===== src/rtl/opb_sim2ppc_pkg.sv =====
// Shared definitions for the OPB sim-to-PPC capture slave: register word offsets,
// STATUS bit positions and the register-select enum produced by the address decoder.
package opb_sim2ppc_pkg;

    // Word offsets (OPB_ABus[24:29]) within the 256-byte window
    localparam logic [5:0] OffData   = 6'h00;
    localparam logic [5:0] OffStatus = 6'h01;
    localparam logic [5:0] OffCount  = 6'h02;

    // STATUS bits counted from the LSB; these are OPB (big-endian) bits 31 and 30
    localparam int unsigned StatusNewBit = 0;
    localparam int unsigned StatusOvfBit = 1;

    typedef enum logic [1:0] {
        SelNone,
        SelData,
        SelStatus,
        SelCount
    } reg_sel_e;

    function automatic reg_sel_e decode_offset(input logic [5:0] off);
        reg_sel_e sel;
        sel = SelNone;
        if (off == OffData) begin
            sel = SelData;
        end else if (off == OffStatus) begin
            sel = SelStatus;
        end else if (off == OffCount) begin
            sel = SelCount;
        end
        return sel;
    endfunction

endpackage


===== src/rtl/opb_slave_ack.sv =====
// OPB slave front end: window decode, one-cycle registered acknowledge and the
// back-to-back guard that keeps a held select from acking in the cycle after an ack.
module opb_slave_ack
    import opb_sim2ppc_pkg::*;
#(
    parameter logic [31:0] BaseAddr = 32'h01100400,
    parameter logic [31:0] HighAddr = 32'h011004FF
) (
    input  logic        clk_i,
    input  logic        rst_i,
    input  logic        select_i,
    input  logic [31:0] addr_i,
    output logic        ack_o,
    output logic        accept_o,
    output reg_sel_e    sel_o
);

    logic hit;
    logic ack_d;
    logic ack_q;

    // Decode the window and accept a hit only while no ack is on the bus
    always_comb begin
        hit      = select_i && (addr_i >= BaseAddr) && (addr_i <= HighAddr);
        accept_o = hit && !ack_q;
        ack_d    = accept_o;
        sel_o    = decode_offset(addr_i[7:2]);
    end

    // Ack register; reset aborts any pending transfer
    always_ff @(posedge clk_i) begin
        if (rst_i) begin
            ack_q <= 1'b0;
        end else begin
            ack_q <= ack_d;
        end
    end

    assign ack_o = ack_q;

endmodule


===== src/rtl/opb_sim2ppc_capture.sv =====
// OPB slave publishing a fabric value to the PPC: DATA (RO), STATUS (NEW, sticky OVF)
// and, when SIM2PPC_COUNT_EN is defined, a 32-bit strobe COUNT at offset 0x08.
module opb_sim2ppc_capture
    import opb_sim2ppc_pkg::*;
#(
    parameter logic [31:0] C_BASEADDR   = 32'h01100400,
    parameter logic [31:0] C_HIGHADDR   = 32'h011004FF,
    parameter int          C_OPB_AWIDTH = 32,
    parameter int          C_OPB_DWIDTH = 32,
    parameter string       C_FAMILY     = "virtex6"
) (
    input  logic        OPB_Clk,
    input  logic        OPB_Rst,
    input  logic [0:31] OPB_ABus,
    input  logic [0:3]  OPB_BE,
    input  logic [0:31] OPB_DBus,
    input  logic        OPB_RNW,
    input  logic        OPB_select,
    input  logic        OPB_seqAddr,
    output logic [0:31] Sl_DBus,
    output logic        Sl_xferAck,
    output logic        Sl_errAck,
    output logic        Sl_retry,
    output logic        Sl_toutSup,
    input  logic [31:0] user_data_in,
    input  logic        user_valid,
    output logic        user_rd_pulse
);

    logic     accept;
    reg_sel_e sel;
    logic     rd_data;
    logic     wr_status;
    logic     ovf_clr;
    logic     ovf_set;
    logic [31:0] status_w;
    logic [31:0] rdata;

    logic [31:0] data_d, data_q;
    logic        new_d, new_q;
    logic        ovf_d, ovf_q;
    logic [31:0] dbus_d, dbus_q;
    logic        rd_pulse_d, rd_pulse_q;

    opb_slave_ack #(
        .BaseAddr (C_BASEADDR),
        .HighAddr (C_HIGHADDR)
    ) u_ack (
        .clk_i    (OPB_Clk),
        .rst_i    (OPB_Rst),
        .select_i (OPB_select),
        .addr_i   (OPB_ABus),
        .ack_o    (Sl_xferAck),
        .accept_o (accept),
        .sel_o    (sel)
    );

`ifdef SIM2PPC_COUNT_EN
    logic [31:0] count_d, count_q;
    logic        wr_count;
`endif

    // Register next-state and read mux; capture beats a DATA read, OVF set beats clear
    always_comb begin
        rd_data   = accept && OPB_RNW && (sel == SelData);
        wr_status = accept && !OPB_RNW && (sel == SelStatus);
        ovf_clr   = wr_status && OPB_BE[3] && OPB_DBus[30];
        ovf_set   = user_valid && new_q && !rd_data;

        data_d = user_valid ? user_data_in : data_q;

        new_d = new_q;
        if (rd_data) begin
            new_d = 1'b0;
        end
        if (user_valid) begin
            new_d = 1'b1;
        end

        ovf_d = ovf_q;
        if (ovf_clr) begin
            ovf_d = 1'b0;
        end
        if (ovf_set) begin
            ovf_d = 1'b1;
        end

        status_w               = '0;
        status_w[StatusNewBit] = new_q;
        status_w[StatusOvfBit] = ovf_q;

`ifdef SIM2PPC_COUNT_EN
        wr_count = accept && !OPB_RNW && (sel == SelCount);
        count_d  = count_q;
        if (wr_count) begin
            count_d = '0;
        end
        if (user_valid) begin
            count_d = count_d + 32'd1;
        end
`endif

        rdata = '0;
        unique case (sel)
            SelData:   rdata = data_q;
            SelStatus: rdata = status_w;
`ifdef SIM2PPC_COUNT_EN
            SelCount:  rdata = count_q;
`else
            SelCount:  rdata = '0;
`endif
            SelNone:   rdata = '0;
        endcase

        // Read data rides with the ack only, so the OR-ed bus stays clean otherwise
        dbus_d     = (accept && OPB_RNW) ? rdata : '0;
        rd_pulse_d = rd_data;
    end

    // State registers with synchronous reset; strobes during reset are dropped
    always_ff @(posedge OPB_Clk) begin
        if (OPB_Rst) begin
            data_q     <= '0;
            new_q      <= 1'b0;
            ovf_q      <= 1'b0;
            dbus_q     <= '0;
            rd_pulse_q <= 1'b0;
        end else begin
            data_q     <= data_d;
            new_q      <= new_d;
            ovf_q      <= ovf_d;
            dbus_q     <= dbus_d;
            rd_pulse_q <= rd_pulse_d;
        end
    end

`ifdef SIM2PPC_COUNT_EN
    // Strobe counter, wraps naturally at 32 bits
    always_ff @(posedge OPB_Clk) begin
        if (OPB_Rst) begin
            count_q <= '0;
        end else begin
            count_q <= count_d;
        end
    end
`endif

    assign Sl_DBus       = dbus_q;
    assign user_rd_pulse = rd_pulse_q;
    assign Sl_errAck     = 1'b0;
    assign Sl_retry      = 1'b0;
    assign Sl_toutSup    = 1'b0;

    logic unused_ok;
    assign unused_ok = ^{OPB_seqAddr, OPB_BE[0:2], OPB_DBus[0:29], OPB_DBus[31],
                         (C_OPB_AWIDTH == 32), (C_OPB_DWIDTH == 32), (C_FAMILY == "")};

endmodule


===== config.mk =====
export PLATFORM = sky130hd
export DESIGN_NAME = opb_sim2ppc_capture
export DESIGN_NICKNAME = d
export VERILOG_FILES = /design/src/rtl/opb_sim2ppc_pkg.sv /design/src/rtl/opb_slave_ack.sv /design/src/rtl/opb_sim2ppc_capture.sv
export SDC_FILE = /design/constraint.sdc
export NUM_CORES = 1
export LEC_CHECK = 0
export CAP_MARGIN = 10
export CORE_MARGIN = 10
export CORE_UTILIZATION = 30
export CTS_CLUSTER_SIZE = 14
export DETAILED_ROUTE_END_ITERATION = 16
export PLACE_DENSITY = 0.69
export SYNTH_ARGS = -nofsm -noshare
export SYNTH_HDL_FRONTEND = slang
export SYNTH_SLANG_ARGS = --single-unit

===== constraint.sdc =====
create_clock -name OPB_Clk -period 4.4 [get_ports OPB_Clk]
set_input_delay 0.88 -clock OPB_Clk [delete_from_list [all_inputs] [get_ports OPB_Clk]]
set_output_delay 0.88 -clock OPB_Clk [all_outputs]
set_load 0.05 [all_outputs]

; Word level (Yosys, flattened, before mapping)
; Index checks and enable logic that the tools add are counted.
[totals]
inputBits = 106
elab_cells = 42
output_inout_bits = 37
regBits = 68
[classes]
n_lt_le_gt_ge = 2
muxes = 8
n_reduce_logical = 20
n_bitwise = 1
eq_ne = 5
[ops]
columns = operator, count
row1 = $pmux 32 s3, 1
row2 = $ge 32x25->1 const B, 1
row3 = $le 32x25->1 const B, 1
row4 = $logic_and 1x1->1, 11
row5 = $eq 6x1->1 const B, 1
row6 = $eq 6x2->1 const B, 1
row7 = $logic_not 6->1, 1
row8 = $mux 2, 3
row9 = $eq 2x2->1 const B, 2
row10 = $mux 1, 4
row11 = $reduce_bool 2->1, 2
row12 = $reduce_or 2->1, 2
row13 = $logic_not 1->1, 3
row14 = $eq 2x1->1 const B, 1
row15 = $logic_not 2->1, 1
row16 = $not 1->1, 1

; Logic depth before layout (Yosys ltp)
; Gate-level depths: netlist of the first run.
[depth]
word_depth = 10
mapped_depth = 5
depth_no_buf = 4

; Hierarchy
; A second synthesis of the first run with hierarchy kept.
[hier_totals]
cells_unflattened = 211
hier_area_um2 = 2349.8
[modules_own_cells]
columns = mod, area_per_inst_um2, n_inst, seq_area_each_um2, cells_per_inst
row1 = opb_sim2ppc_capture, 2202.1, 1, 1341.3, 192
row2 = opb_slave_ack, 147.6, 1, 20.0, 19

; Worst setup path before layout of the first run
; No wires, ideal clock.
[synth_timing]
kind = input-to-reg
startpoint = input port OPB_ABus[24] in the netlist's numbering
endpoint = register dbus_q[31], in the netlist Sl_DBus[0]
arrival_ps = 2488
t_required_ps = 4341
cell_stages = 5
path_slack_ps = 1854
cell_sequence = or4_4 -> or4_4 -> nor4_4 -> buf_6 -> and2_1
[synth_via]
elab_chain_cells = 7
[synth_rtl]
columns = item, line_no
row1 = start: declaration, opb_sim2ppc_capture.sv:14  ; input logic [0:31] OPB_ABus,
row2 = $ge 32x25->1 or $eq 6x2->1 (tied branches), "opb_slave_ack.sv:24, opb_sim2ppc_pkg.sv:28"
row3 = $logic_and 1x1->1 or $mux 2 (tied branches), "opb_slave_ack.sv:24, opb_sim2ppc_pkg.sv:28"
row4 = $logic_and 1x1->1 or $mux 2 (tied branches), "opb_slave_ack.sv:24, opb_sim2ppc_pkg.sv:26"
row5 = $logic_and 1x1->1 or $mux 2 (tied branches), "opb_slave_ack.sv:25, opb_sim2ppc_pkg.sv:24"
row6 = $logic_and 1x1->1 (tied with other cells), opb_sim2ppc_capture.sv:116  ; dbus_d = (accept && OPB_RNW) ? rdata : '0;
row7 = $not 1->1 (no source line) or $reduce_or 2->1 (tied branches), n/a
row8 = $reduce_or 2->1 (no source line) or $pmux 32 s3 (tied branches), n/a
row9 = end signal: assignment, opb_sim2ppc_capture.sv:132  ; dbus_q <= dbus_d;
row10 = end: declaration, opb_sim2ppc_capture.sv:42  ; logic [31:0] dbus_d, dbus_q;
; Parallel ways exist; a longest one is shown, timed or not.
; A chain may end at the register's enable or synchronous reset.

; Worst setup path in the final report of the first run
[layout_timing]
startpoint = input port OPB_ABus[24] in the netlist's numbering
endpoint = register dbus_q[8], in the netlist Sl_DBus[23]
; Same word-level chain as after synthesis.

==> impl_metrics.ini, run 1 <==
[run_status]
status = complete, no violations

[timing]
fin_setup_tns_ns = 0
min_period_ns = 2.75
skew_ns = 0.0130
layout_worst_path_cycle_share_pct = 62.5
slew_headroom_pct = 31.0
fmax_ghz = 0.363
slew_viol_final = 0
hold_viol_final = 0
worstMarginPinSlew_ns = 1.04
rsz0062_at_grt = no
setup_violations = 0

[route]
avgViaCountPerCell = 4.24
wl_per_cell_um = 13.9
first_iter_violations = 28
vias = 1757
route.detailed.drc = 0
ant_nets = 0
first_pass_iters = 4
totalWireLength_um = 5750

[cells_and_area]
finalNonFillerCells = 414
area_delta_synth_final_pct = 56.3
nets = 416
antenna_cells = 0
fin_area_sq_um = 3590
drive_above_1_share_pct = 6.67

[yosys]
postSynthCellCount = 207
yosys_warnings = 0
netlist_area_sq_um = 2290
ys_ff_latch = 68
postSynthAreaPerCell_sq_um = 11.1
synth_cell_types = 26
synth_seq_area_share_pct = 59.3

[setup_path]
critPathRequiredTime_ns = 4.67
critPathArrivalTime_ns = 3.02
start_kind = input port
r2r_end = Sl_DBus[23]
r2r_cells = 5
r2r_start = u_ack.ack_o
critPathKind = in -> reg
reg2reg_slack_ns = 2.73
cp_max_fo = 31
critPathCaptureType = register

[floorplanning]
start_util_pct = 31.3
core_sq_um = 7330
die_area_sq_um = 11500
die_h_um = 107
fp.dieW_um = 107
row_count = 31
ios = 143

[clock_network]
clock-root-buffer = clkbuf_8
clock-sinks = 68
cts_hold_buffers = 0
clk_pin_slew_ns = 0.07
cts-resized-gates = 0
clk_latency_ns = 0.33
postCtsSetupRepairBufs = 0
cts_tree = done
cts_made_buffers = 9
clockBufferDepth = 2
cts.htree.levels = 3

[hold_path]
hp-start = data_q[9]
hold_depth = 1
hold_path_end = Sl_DBus[22]
hold_path_class = reg -> reg

[power]
seqPwrFrac_pct = 49.2
comb_power_share_pct = 8.6
intPower_mw = 1.03
p_switching_mw = 0.279
swShare_pct = 21.3
leakagePower_nw = 1.44
p_total_mw = 1.31
p_clk_share_pct = 42.2
ir_drop_mv = 0.218
p_per_area_nw_per_um2 = 364

[global_route]
overflow = 0
grt_pass1_wl_um = 9070
grt_max_degree = 35
track_usage_pct = 9.86
antenna_found_initial = 0
grt_pass1_vias = 1842
use_met2_pct = 17.5
busiest_layer = met2
grtUsageMet3_pct = 5.21
grt_use_met1_pct = 9.84

[placement]
placed_area_sq_um = 3370
hpwl_um = 4260
place_congestion = 0.709
placedCellCount = 398
numPortBuffers = 102

[flow_run]
drv_cap = 0
-- metal layers --
layer  vias to the layer above  wire length [um]
li1                        887                 -
met1                       803              2280
met2                        61              2900
met3                         6               523
met4                         0                40
met5                         -                 0
-- flip-flops by register name (all words and copies together) (netlist names) --
signal and flops:
user_rd_pulse 1, Sl_DBus 32, u_ack.ack_o 1, data_q 32, new_q 1, ovf_q 1
-- cell usage in the layout (no fill, tap or decap), drive strengths merged, types with 3 or more instances in the layout --
cell / Yosys / layout
conb: 1 / 3
clkbuf: 7 / 10
dfxtp: 68 / 68
and2: 30 / 30
nor4: 5 / 5
mux2i: 32 / 32
nor4b: 3 / 3
inv: 3 / 3
nor2: 32 / 32
buf: 7 / 3
clkdlybuf4s50: 0 / 101
nor3: 3 / 3
-- how the worst max path moves through the flow --
stage / from / endpoint / slack, ns / cells past startpoint
finish: OPB_ABus[24] / Sl_DBus[23] / 1.65 / 6
global route: OPB_ABus[24] / Sl_DBus[15] / 1.56 / 6
CTS: OPB_ABus[24] / Sl_DBus[23] / 1.64 / 6
detailed placement: OPB_ABus[24] / Sl_DBus[17] / 1.28 / 6
global placement: OPB_ABus[24] / Sl_DBus[11] / 1.29 / 6
floorplan: OPB_ABus[24] / Sl_DBus[0] / 1.85 / 5
-- worst max-delay path, stage by stage --
cell and delay, ns:
clkdlybuf4s50_1 0.39, or4_4 0.55, or4_4 0.45, nor4_4 0.25, buf_4 0.31, and2_1 0.16
-- kinds of logic after synthesis --
group	Yosys count	synth area share [%]
AO/OA/AOI/OAI	7	2.24
buffers and inverters	17	4.25
flip-flops	68	59.3
multiplexers	32	14.0
other	1	0.163
AND/OR/NAND/NOR	82	20.1
-- final cells by class --
| type | instances | area, sq um |
|---|---|---|
| fillers | 688 | 3740 |
| flip-flops and latches | 68 | 1360 |
| repair buffers | 104 | 1030 |
| multi-input cells | 124 | 843 |
| clock buffers | 10 | 128 |
| well taps | 99 | 124 |
| clock inverters | 6 | 88.8 |
| inverters | 3 | 11.3 |
-- through the flow --
stage	setup WS, ns	hold WS [ns]	utilization [%]
after CTS	1.64	0.456	48.9
after detailed placement	1.28	0.439	46.0
after global placement	1.29	0.432	46.0
after floorplan	1.85	0.429	-
final	1.65	0.451	48.9
after global routing	1.56	0.469	48.9
-- synth_stat cells --
cell type,number,area share (%)
nand3_1,1,0.22
buf_1,1,0.16
or3_1,1,0.27
nor3_1,3,0.65
nor2b_1,2,0.55
clkbuf_1,7,1.1
nor4_1,4,1.1
nand4_1,1,0.27
nand2_1,1,0.16
and2_1,30,8.2
dfxtp_1,68,59
inv_1,3,0.49
buf_6,3,1.5
nor4_4,1,0.93
mux2i_1,32,14
buf_4,3,0.98
a22oi_1,2,0.65
o2bb2ai_1,1,0.38
or4_4,2,0.98
conb_1,1,0.16
o2111ai_1,1,0.38
o311ai_0,1,0.38
o21ai_0,2,0.44
nand4b_1,1,0.38
nor2_1,32,5.2
nor4b_1,3,1.1
-- power groups by stage --
| stage | registers, mW | clock network (mW) | logic, mW |
|---|---|---|---|
| final | 0.642 | 0.550 | 0.113 |
| after global routing | 0.644 | 0.598 | 0.123 |
| after CTS | 0.642 | 0.569 | 0.115 |
| after detailed placement | 0.657 | 0 | 0.114 |
| after global placement | 0.656 | 0 | 0.112 |
| after floorplan | 0.654 | 0 | 0.0482 |
Power figures use the tool's default switching activity.
==> run 2: changes to the inputs <==
clock period = 2.55 ns   (was 4.4 ns; I/O delays follow)
==> run 2 against run 1 <==
  * Clock power up 61%
  * Clock skew fell by 0.0017 ns
  * Sequential power is 73% higher
  * Setup slack worse by 1.4 ns
  * Highest routed layer unchanged
==> impl_metrics.ini, run 2 (synthesized netlist as in run 1, its figures left out) <==
[run_status]
status = complete, no violations

[timing]
slew_headroom_pct = 62.2
layout_worst_path_cycle_share_pct = 91.5
slew_viol_final = 0
hold_viol_final = 0
worstMarginPinSlew_ns = 0.568
min_period_ns = 2.33
fmax_ghz = 0.429
skew_ns = 0.0113
worst_hold_slack_ns = 0.450
rsz0062_at_grt = no
setup_violations = 0

[clock_network]
cts_tree = done
clockBufferDepth = 2
cts_hold_buffers = 0
clock-sinks = 68
postCtsSetupRepairBufs = 0
cts-resized-gates = 0
clock-root-buffer = clkbuf_8
cts.htree.levels = 3
clk_pin_slew_ns = 0.08
cts_made_buffers = 9
clk_latency_ns = 0.34

[route]
first_pass_iters = 6
ant_nets = 0
vias = 1764
wl_per_cell_um = 13.9
first_iter_violations = 43
route.detailed.drc = 0
avgViaCountPerCell = 4.22
totalWireLength_um = 5830

[global_route]
busiest_layer = met2
grt_max_degree = 19
overflow = 0
antenna_found_initial = 0
grt_pass1_vias = 1846
use_met2_pct = 17.0
track_usage_pct = 10.2
grt_use_met1_pct = 10.2
grt_pass1_wl_um = 9200
grtUsageMet3_pct = 6.53

[floorplanning]
die_h_um = 107
core_sq_um = 7330
start_util_pct = 31.3
die_area_sq_um = 11500
fp.dieW_um = 107
ios = 143
row_count = 31

[placement]
place_congestion = 0.738
placed_area_sq_um = 3410
hpwl_um = 4550
numPortBuffers = 102

[setup_path]
critPathKind = in -> reg
r2r_cells = 5
reg2reg_slack_ns = 0.92
r2r_end = Sl_DBus[16]
r2r_start = u_ack.ack_o
cp_max_fo = 18
critPathRequiredTime_ns = 2.83
critPathArrivalTime_ns = 2.62
critPathCaptureType = register
start_kind = input port

[power]
leakagePower_nw = 1.45
ir_drop_mv = 0.304
p_per_area_nw_per_um2 = 607
p_total_mw = 2.19

[cells_and_area]
final_cell_mix = clkdlybuf4s50_1 (101), dfxtp_1 (68), mux2i_1 (32), nor2_1 (32), and2_1 (30)
fin_area_sq_um = 3620
antenna_cells = 0
nets = 420
drive_above_1_share_pct = 7.84
final_common_cell = clkdlybuf4s50_1
area_delta_synth_final_pct = 57.6

[hold_path]
hold_path_end = Sl_DBus[0]
hold_path_class = reg -> reg
hold_depth = 1
hp-start = data_q[31]

[flow_run]
drv_cap = 0
run 2: worst max-delay path, cell delays in order:
cell and delay (ns):
clkdlybuf4s50_1 0.40, or4_4 0.54, or4_4 0.45, nor4_4 0.30, buf_4 0.26, and2_1 0.15
run 2: metal layers:
layer | routed length [um] | vias up | share of wire, %
met1 | 2310 | 800 | 40
met4 | 68 | 0 | 1.2
li1 | - | 902 | -
met3 | 584 | 7 | 10
met2 | 2870 | 55 | 49
met5 | 0 | - | 0
run 2: layout make-up:
class / count / area, sq um
flip-flops and latches: 68 / 1360
clock inverters: 5 / 61.3
clock buffers: 11 / 141
well taps: 99 / 124
repair buffers: 108 / 1070
inverters: 3 / 11.3
fillers: 683 / 3710
multi-input cells: 124 / 843
run 2: metrics by stage:
| stage | util [%] | std cells | setup TNS, ns | worst slack (ns) |
|---|---|---|---|---|
| after global routing | 49.3 | 418 | 0 | 0.174 |
| final | 49.3 | 418 | 0 | 0.218 |
| after floorplan | - | 209 | 0 | 0.374 |
| after detailed placement | 46.6 | 402 | -3.28 | -0.151 |
| after global placement | 46.6 | 402 | -2.61 | -0.123 |
| after CTS | 49.3 | 418 | 0 | 0.214 |
run 2: worst max-delay path by stage:
stage | from | end | slack [ns] | cells past startpoint
finish | OPB_ABus[24] | Sl_DBus[16] | 0.22 | 6
CTS | OPB_ABus[24] | Sl_DBus[16] | 0.21 | 6
global placement | OPB_ABus[24] | Sl_DBus[16] | -0.12 | 6
global route | OPB_ABus[24] | Sl_DBus[17] | 0.17 | 6
detailed placement | OPB_ABus[24] | Sl_DBus[16] | -0.15 | 6
floorplan | OPB_ABus[24] | Sl_DBus[0] | 0.37 | 5
run 2: report_power, final:
group          switching (mW)  leakage (nW)  internal [mW]  total [mW]
clock network           0.406        0.0918          0.480       0.886
registers              0.0137         0.555           1.09        1.11
logic                  0.0704         0.805          0.130       0.200
